===== config.mk =====
export PLATFORM = sky130hd
export DESIGN_NAME = pipe_controller
export DESIGN_NICKNAME = d
export VERILOG_FILES = /design/src/rtl/pipe_controller_pkg.sv /design/src/rtl/pipe_perf_counters.sv /design/src/rtl/pipe_controller.sv
export SDC_FILE = /design/constraint.sdc
export NUM_CORES = 1
export LEC_CHECK = 0
export ABC_CLOCK_PERIOD_IN_PS = 1300
export CORE_MARGIN = 2
export CORE_UTILIZATION = 24
export DETAILED_ROUTE_END_ITERATION = 10
export PLACE_DENSITY = 0.75
export REMOVE_ABC_BUFFERS = 1
export SLEW_MARGIN = 20
export SYNTH_ARGS = -nofsm -noshare
export SYNTH_HDL_FRONTEND = slang
export SYNTH_SLANG_ARGS = --single-unit

===== constraint.sdc =====
create_clock -name clk_i -period 1.3 [get_ports clk_i]
set_clock_uncertainty 0.1 [all_clocks]
set_input_delay 0.195 -clock clk_i [delete_from_list [all_inputs] [get_ports clk_i]]
set_output_delay 0.195 -clock clk_i [all_outputs]
set_load 0.02 [all_outputs]

===== src/rtl/pipe_controller_pkg.sv =====
// Shared Y86-64 encodings for the pipeline controller: icodes, register ids,
// status codes and controller state encodings.
package pipe_controller_pkg;

  localparam int unsigned ICODE_W = 4;
  localparam int unsigned REG_W   = 4;
  localparam int unsigned STAT_W  = 4;
  localparam int unsigned STATE_W = 2;

  // Instruction codes
  localparam logic [ICODE_W-1:0] IHALT   = 4'h0;
  localparam logic [ICODE_W-1:0] INOP    = 4'h1;
  localparam logic [ICODE_W-1:0] IRRMOVQ = 4'h2;
  localparam logic [ICODE_W-1:0] IIRMOVQ = 4'h3;
  localparam logic [ICODE_W-1:0] IRMMOVQ = 4'h4;
  localparam logic [ICODE_W-1:0] IMRMOVQ = 4'h5;
  localparam logic [ICODE_W-1:0] IOPQ    = 4'h6;
  localparam logic [ICODE_W-1:0] IJXX    = 4'h7;
  localparam logic [ICODE_W-1:0] ICALL   = 4'h8;
  localparam logic [ICODE_W-1:0] IRET    = 4'h9;
  localparam logic [ICODE_W-1:0] IPUSHQ  = 4'hA;
  localparam logic [ICODE_W-1:0] IPOPQ   = 4'hB;

  // Register id meaning "no register"
  localparam logic [REG_W-1:0] RNONE = 4'hF;

  // Status codes
  localparam logic [STAT_W-1:0] SAOK = 4'h1;
  localparam logic [STAT_W-1:0] SADR = 4'h2;
  localparam logic [STAT_W-1:0] SINS = 4'h3;
  localparam logic [STAT_W-1:0] SHLT = 4'h4;

  // Controller states
  localparam logic [STATE_W-1:0] PC_RUN   = 2'd0;
  localparam logic [STATE_W-1:0] PC_DMISS = 2'd1;
  localparam logic [STATE_W-1:0] PC_DRAIN = 2'd2;
  localparam logic [STATE_W-1:0] PC_DONE  = 2'd3;

endpackage


===== src/rtl/pipe_perf_counters.sv =====
// Saturating performance counters for the pipeline controller.
// Only instantiated when PIPE_PERF_EN is defined.
module pipe_perf_counters #(
  parameter int unsigned CNT_W = 32
) (
  input  logic             clk_i,
  input  logic             rst_n_i,
  input  logic             active_i,
  input  logic             retire_i,
  input  logic             stall_i,
  input  logic             mp_i,
  output logic [CNT_W-1:0] cycle_cnt_o,
  output logic [CNT_W-1:0] retired_cnt_o,
  output logic [CNT_W-1:0] stall_cnt_o,
  output logic [CNT_W-1:0] mispredict_cnt_o
);

  localparam logic [CNT_W-1:0] CNT_MAX = '1;
  localparam logic [CNT_W-1:0] CNT_ONE = CNT_W'(1);

  // Counters advance only while the pipeline is live and stop at all-ones
  always_ff @(posedge clk_i or negedge rst_n_i) begin
    if (!rst_n_i) begin
      cycle_cnt_o      <= '0;
      retired_cnt_o    <= '0;
      stall_cnt_o      <= '0;
      mispredict_cnt_o <= '0;
    end else if (active_i) begin
      if (cycle_cnt_o != CNT_MAX)
        cycle_cnt_o <= cycle_cnt_o + CNT_ONE;
      if (retire_i && (retired_cnt_o != CNT_MAX))
        retired_cnt_o <= retired_cnt_o + CNT_ONE;
      if (stall_i && (stall_cnt_o != CNT_MAX))
        stall_cnt_o <= stall_cnt_o + CNT_ONE;
      if (mp_i && (mispredict_cnt_o != CNT_MAX))
        mispredict_cnt_o <= mispredict_cnt_o + CNT_ONE;
    end
  end

endmodule


===== src/rtl/pipe_controller.sv =====
// Pipeline-control FSM for the 5-stage Y86-64 core: per-stage stall/bubble
// from load-use, ret, mispredict and cache-miss hazards, plus halt/exception
// drain sequencing and done_o.
// Optional feature macro: PIPE_PERF_EN adds saturating performance counters.
module pipe_controller
  import pipe_controller_pkg::*;
#(
  parameter int unsigned DRAIN_CYCLES = 2,
  parameter int unsigned CNT_W        = 32
) (
  input  logic               clk_i,
  input  logic               rst_n_i,
  input  logic [ICODE_W-1:0] D_icode_i,
  input  logic [REG_W-1:0]   d_srcA_i,
  input  logic [REG_W-1:0]   d_srcB_i,
  input  logic [ICODE_W-1:0] E_icode_i,
  input  logic [REG_W-1:0]   E_dstM_i,
  input  logic               e_mispredict_i,
  input  logic [ICODE_W-1:0] M_icode_i,
  input  logic [STAT_W-1:0]  m_stat_i,
  input  logic [STAT_W-1:0]  W_stat_i,
  input  logic               imem_busy_i,
  input  logic               dmem_busy_i,
  output logic               F_stall_o,
  output logic               D_stall_o,
  output logic               W_stall_o,
  output logic               D_bubble_o,
  output logic               E_bubble_o,
  output logic               M_bubble_o,
`ifdef PIPE_PERF_EN
  output logic [CNT_W-1:0]   cycle_cnt_o,
  output logic [CNT_W-1:0]   retired_cnt_o,
  output logic [CNT_W-1:0]   stall_cnt_o,
  output logic [CNT_W-1:0]   mispredict_cnt_o,
`endif
  output logic               done_o
);

  localparam int unsigned DCNT_W = (DRAIN_CYCLES > 1) ? $clog2(DRAIN_CYCLES) : 1;
  localparam logic [DCNT_W-1:0] DCNT_LOAD = DCNT_W'(DRAIN_CYCLES - 1);

  logic [STATE_W-1:0] state_q, state_d;
  logic [DCNT_W-1:0]  dcnt_q, dcnt_d;
  logic               done_d;

  logic lu, ret, mp, w_exc, mexc;

  // Hazard detection
  always_comb begin
    lu    = ((E_icode_i == IMRMOVQ) || (E_icode_i == IPOPQ)) &&
            (E_dstM_i != RNONE) &&
            ((E_dstM_i == d_srcA_i) || (E_dstM_i == d_srcB_i));
    ret   = (D_icode_i == IRET) || (E_icode_i == IRET) || (M_icode_i == IRET);
    mp    = e_mispredict_i;
    w_exc = (W_stat_i != SAOK);
    mexc  = (m_stat_i != SAOK) || w_exc;
  end

  // State, drain counter and done flag
  always_ff @(posedge clk_i or negedge rst_n_i) begin
    if (!rst_n_i) begin
      state_q <= PC_RUN;
      dcnt_q  <= '0;
      done_o  <= 1'b0;
    end else begin
      state_q <= state_d;
      dcnt_q  <= dcnt_d;
      done_o  <= done_d;
    end
  end

  // Next-state and stall/bubble decode
  always_comb begin
    state_d    = state_q;
    dcnt_d     = dcnt_q;
    done_d     = done_o;
    F_stall_o  = 1'b0;
    D_stall_o  = 1'b0;
    W_stall_o  = 1'b0;
    D_bubble_o = 1'b0;
    E_bubble_o = 1'b0;
    M_bubble_o = 1'b0;

    case (state_q)
      PC_RUN, PC_DMISS: begin
        // A miss freezes F/D/W; E and M must hold, so no bubbles are injected
        if ((state_q == PC_DMISS) || (dmem_busy_i && !w_exc)) begin
          F_stall_o = 1'b1;
          D_stall_o = 1'b1;
          W_stall_o = 1'b1;
        end else begin
          F_stall_o  = lu | ret | imem_busy_i;
          D_stall_o  = lu;
          D_bubble_o = mp | (!lu & (ret | imem_busy_i));
          E_bubble_o = mp | lu;
          M_bubble_o = mexc;
          W_stall_o  = w_exc;
        end
        // An exception reaching W outranks an outstanding D-cache miss
        if (w_exc) begin
          state_d = PC_DRAIN;
          dcnt_d  = DCNT_LOAD;
        end else if (dmem_busy_i) begin
          state_d = PC_DMISS;
        end else begin
          state_d = PC_RUN;
        end
      end
      PC_DRAIN: begin
        F_stall_o  = 1'b1;
        D_stall_o  = 1'b1;
        W_stall_o  = 1'b1;
        M_bubble_o = 1'b1;
        if (dcnt_q == '0) begin
          state_d = PC_DONE;
          done_d  = 1'b1;
        end else begin
          dcnt_d = dcnt_q - DCNT_W'(1);
        end
      end
      default: begin
        F_stall_o = 1'b1;
        D_stall_o = 1'b1;
        W_stall_o = 1'b1;
      end
    endcase
  end

`ifdef PIPE_PERF_EN
  logic perf_active;
  logic perf_retire;

  // Count only while the pipeline is live; a held W does not retire
  always_comb begin
    perf_active = (state_q == PC_RUN) || (state_q == PC_DMISS);
    perf_retire = (W_stat_i == SAOK) && !W_stall_o;
  end

  pipe_perf_counters #(
    .CNT_W (CNT_W)
  ) u_perf (
    .clk_i            (clk_i),
    .rst_n_i          (rst_n_i),
    .active_i         (perf_active),
    .retire_i         (perf_retire),
    .stall_i          (F_stall_o),
    .mp_i             (mp),
    .cycle_cnt_o      (cycle_cnt_o),
    .retired_cnt_o    (retired_cnt_o),
    .stall_cnt_o      (stall_cnt_o),
    .mispredict_cnt_o (mispredict_cnt_o)
  );
`endif

endmodule


## Word level (Yosys, flattened, before mapping)

Cells that the tools add are included.

- Add/sub/neg operators: 1
- Eq/ne operators: 14
- Mux-type cells: 19
- Bitwise gates (word level): 7
- Reductions and logical operators: 17

Operators with widths:

| cell | number |
|---|---|
| $eq A4 B4 Y1 const B | 4 |
| $mux W1 | 14 |
| $eq A4 B4 Y1 | 2 |
| $ne A4 B1 Y1 const B | 2 |
| $logic_or A1 B1 Y1 | 6 |
| $reduce_and A2 Y1 | 3 |
| $or A1 B1 Y1 | 5 |
| $eq A4 B3 Y1 const B | 1 |
| $mux W2 | 2 |
| $ne A2 B2 Y1 const B | 2 |
| $ne A4 B4 Y1 const B | 1 |
| $pmux W1 S2 | 2 |
| $pmux W2 S2 | 1 |
| $logic_and A1 B1 Y1 | 3 |
| $eq A2 B1 Y1 const B | 1 |
| $eq A2 B2 Y1 const B | 1 |
| $logic_not A1 Y1 | 2 |
| $logic_not A2 Y1 | 1 |
| $reduce_bool A2 Y1 | 1 |
| $reduce_or A2 Y1 | 1 |
| $and A1 B1 Y1 | 1 |
| $not A1 Y1 | 1 |
| $sub A1 B1 Y1 const B | 1 |

- Register bits after elaboration: 4
- Input port bits: 37
- Output and inout port bits: 7

## Logic depth before layout (Yosys ltp)

- Depth in word-level cells: 9
- Gate-level depth with buffers: 4
- Gate-level depth less buffers: 4

## Worst setup path after synthesis

OpenSTA, ideal clock, no wires.

- Path kind: input to output
- Start point: input D_icode_i[3]
- End point: output F_stall_o
- Arrival time: 1,269 ps
- Data required time: 1,005 ps
- Slack: -264 ps
- Cell stages on the path: 3
- Buffers on the path: 0
- Cells stage by stage: nor4bb_1 > or4_4 > or3b_1

- Word-level cells in the longest chain between the ends: 7

RTL lines:

| what | RTL line | source |
|---|---|---|
| start, declared | pipe_controller.sv:13 | `input logic [ICODE_W-1:0] D_icode_i,` |
| $eq A4 B4 Y1 | pipe_controller.sv:53 | `ret = (D_icode_i == IRET) \|\| (E_icode_i == IRET) \|\| (M_icode_i == IRET);` |
| $logic_or A1 B1 Y1 (2 in a row) | pipe_controller.sv:53 |  |
| $or A1 B1 Y1 (2 in a row) | pipe_controller.sv:92 | `F_stall_o = lu \| ret \| imem_busy_i;` |
| $mux W1 | pipe_controller.sv:87 | `if ((state_q == PC_DMISS) \|\| (dmem_busy_i && !w_exc)) begin` |
| $mux W1 | pipe_controller.sv:84 | `case (state_q)` |
| end, declared | pipe_controller.sv:24 | `output logic F_stall_o,` |

Every way passes these cells.

## Final worst setup path

Ends and elaborated chain as after synthesis.

==> metrics.yaml <==
synth:
  synth_area_leaders: "dfrtp_1, xnor2_1, nor4bb_1"
  synth.largest_area_cell: "dfrtp_1"
  netlist_instances: 43
  ys_types: 23
  synth_mux_area_frac: 0
  yosysSeqAreaShare: 0.254
  ys_seq_elements: 4
  synth_top_cell_area_share: 0.254
  synth_warnings: 0
  synth_xor_area_frac: 0.178
  synth_fa_ha_area_frac: 0
  synth-simple-area-share: 0.346
  synth_top_family_by_area: "simple AND/OR/NAND/NOR gates"
  syn_avg_cell_area_sq_um: 9.17
  synth_compound_area_frac: 0.203
  synth_area_sq_um: 394
setup_path:
  crit_arrival_ns: 1.46
  slowest_delay_ns: 0.51
  crit_slowest_cell: "or4_4"
  crit_top_cell: "buf_6"
  cp_cell_sequence: "buf_6, nor4bb_4, or4_4, or3b_1, buf_6"
  required_ns: 1.00
  crit_fanout: 2
  critPathLaunchType: "primary input"
  worstSetupEndpointType: "primary output"
  critPathKind: "primary input to primary output"
final_layout:
  syn_to_final_growth_pct: 158
  utilization: 0.668
  drive_gt1_frac: 0.520
  finalInstanceArea_sq_um: 1020
  fin_nets: 141
  diodes: 0
  fill_cells: 138
grt:
  antenna_found_initial: 0
  grtUsageTotal: 0.174
  grt_pass1_vias: 591
  gr-total-overflow: 0
  grt_first_pass_wirelength_um: 2510
  grt_max_degree: 6
placement:
  io_buffers: 43
  dp_hpwl_um: 1160
  gp_congestion: 0.761
  placed_cell_area_sq_um: 912
sta:
  max_slew_margin: 0.831
  tns_ns: -1.86
  fin_crit_ns: 1.76
  fmax_mhz: 569
  setup_violations: 6
  period_share: 1.35
  worst_slack_ns: -0.456
  finalMaxSlewViolations: 0
  worst_pin_slew_ns: 0.252
  rsz0062_at_grt: "true"
  finalHoldViolations: 0
routing:
  first_pass_iters: 3
  vias_per_cell: 4.88
  routed_wirelength_um: 1590
  drc: 0
  ant_nets: 0
  drt_iter0_markers: 4
  avgRoutedWirePerCell_um: 13.5
  vias: 576
run_status:
  outcome: "complete, but fails checks"
  violations: "setup timing"
floorplanning:
  start_util: 0.259
  die_area_sq_um: 1980
  dieWidth_um: 44.5
  core_area_sq_um: 1520
  pin_count: 44
  die_y_um: 44.5
  std_cell_rows: 14
clock_tree:
  cts_tree: "yes"
  cts_root_buffer: "clkbuf_4"
  insertion_delay_ns: 0.23
  hold_buffers: 0
  numClockSinks: 4
  clock_path_buffers: 2
  h-tree-depth: 1
  cts_made_buffers: 3
  path_clk_slew_ns: 0.04
flow_run:
  cap_violations: 0
power:
  power_density_nw_per_um2: 451
  p_leak_nw: 0.460
  peakVddDrop_uv: 235
worst_hold_path:
  hp-class: "primary input to async pin"
[worst paths after layout]
kind / endpoint / startpoint / depth (start not counted) / slack (ns)
hold reg to reg: done_o / done_o / 1 / 0.38
setup / recovery: F_stall_o / D_icode_i[3] / 5 / -0.46
setup reg to reg: state_q[1] / state_q[1] / 4 / 0.18
hold / removal: done_o / rst_n_i / 1 / 0.08
min in group clk_i: done_o / done_o / 1 / 0.38
max in group asynchronous: state_q[0] / rst_n_i / 1 / 0.83
[cell type report]
| cell class | count | area [sq um] | share of cell area |
|---|---|---|---|
| tap | 16 | 20.0 | 0.0197 |
| multi-input combinational | 37 | 385 | 0.378 |
| clock buffer | 3 | 22.5 | 0.0221 |
| sequential | 4 | 100 | 0.0983 |
| inverter | 2 | 7.51 | 0.00737 |
| timing repair buffer | 56 | 483 | 0.474 |
[critical path: cells and delay by family]
kind	cells	cell delay, ns
simple gates	3	1.04
buf+inv	2	0.23
[cell usage after synthesis]
cell and count:
nor3b_1 1, nor2_1 2, a211oi_2 1, nand2_1 2, nand4_1 3, or4_4 1, dfrtp_1 4, a31o_2 1
a21oi_1 2, o21ai_0 1, or3b_1 1, nor4bb_1 3, a31oi_1 1, xnor2_1 8, nand2b_1 2, o21a_1 2
and3b_1 1, inv_1 2, nor4b_2 1, a22oi_1 1, a211oi_1 1, o211ai_1 1, nor4b_1 1
[metal layers]
layer	global-route usage	share of wire	wire, um	vias up
met3	0.0449	0.087	139	2
li1	-	-	-	285
met4	0.0545	0.0063	10	0
met2	0.348	0.57	899	28
met1	0.169	0.34	539	261
met5	0	0	0	-
[sequential cells by signal, indices dropped and copies added (netlist names)]
signal	count
dcnt_q	1
state_q	2
done_o	1
[report_power, final]
group | total [mW] | internal [mW] | switching (mW)
Clock | 0.151 | 0.103 | 0.0476
Sequential | 0.129 | 0.128 | 0.00140
Combinational | 0.179 | 0.115 | 0.0639
[cell usage in the layout (no fill, tap or decap), drive strengths merged]
master         netlist  routed
or4                  1       1
a31o                 1       1
or3b                 1       1
dlygate4sd2          0       9
inv                  2       2
nand4                3       3
nand2                2       2
a22oi                1       1
and3b                1       1
nor4bb               3       3
clkdlybuf4s15        0      14
xnor2                8       8
a31oi                1       1
clkdlybuf4s50        0       2
o211ai               1       1
o21ai                1       1
nor4b                2       2
o21a                 2       2
clkbuf               0       4
nor2                 2       2
buf                  0      30
nand2b               2       2
a211oi               2       2
a21oi                2       2
dfrtp                4       4
nor3b                1       1
[what timing repair did]
action                                  CTS  global route
pin swaps                                20             6
setup buffers                             3             2
endpoints found under the setup margin    9             6
gates resized for setup                 132             6
hold endpoints to repair                  0             0
[cell families (layout without fill, tap and decap cells)]
family / Yosys count / in the layout
AO/OA/AOI/OAI: 11 / 11
XOR/XNOR: 8 / 8
buffers and inverters: 2 / 61
AND/OR/NAND/NOR: 18 / 18
flip-flops: 4 / 4
[per-stage QoR]
stage	worst slack, ns	cells	total power, mW	hold slack, ns
2_1_floorplan	-0.264	43	0.177	-0.201
4_1_cts	-0.503	117	0.464	0.0624
3_5_place_dp	-1.14	111	0.317	0.313
5_1_grt	-0.465	118	0.493	0.0773
3_3_place_gp	-1.12	111	0.313	0.313
6_report	-0.456	118	0.459	0.0816
(Power assumes the default switching activity.)
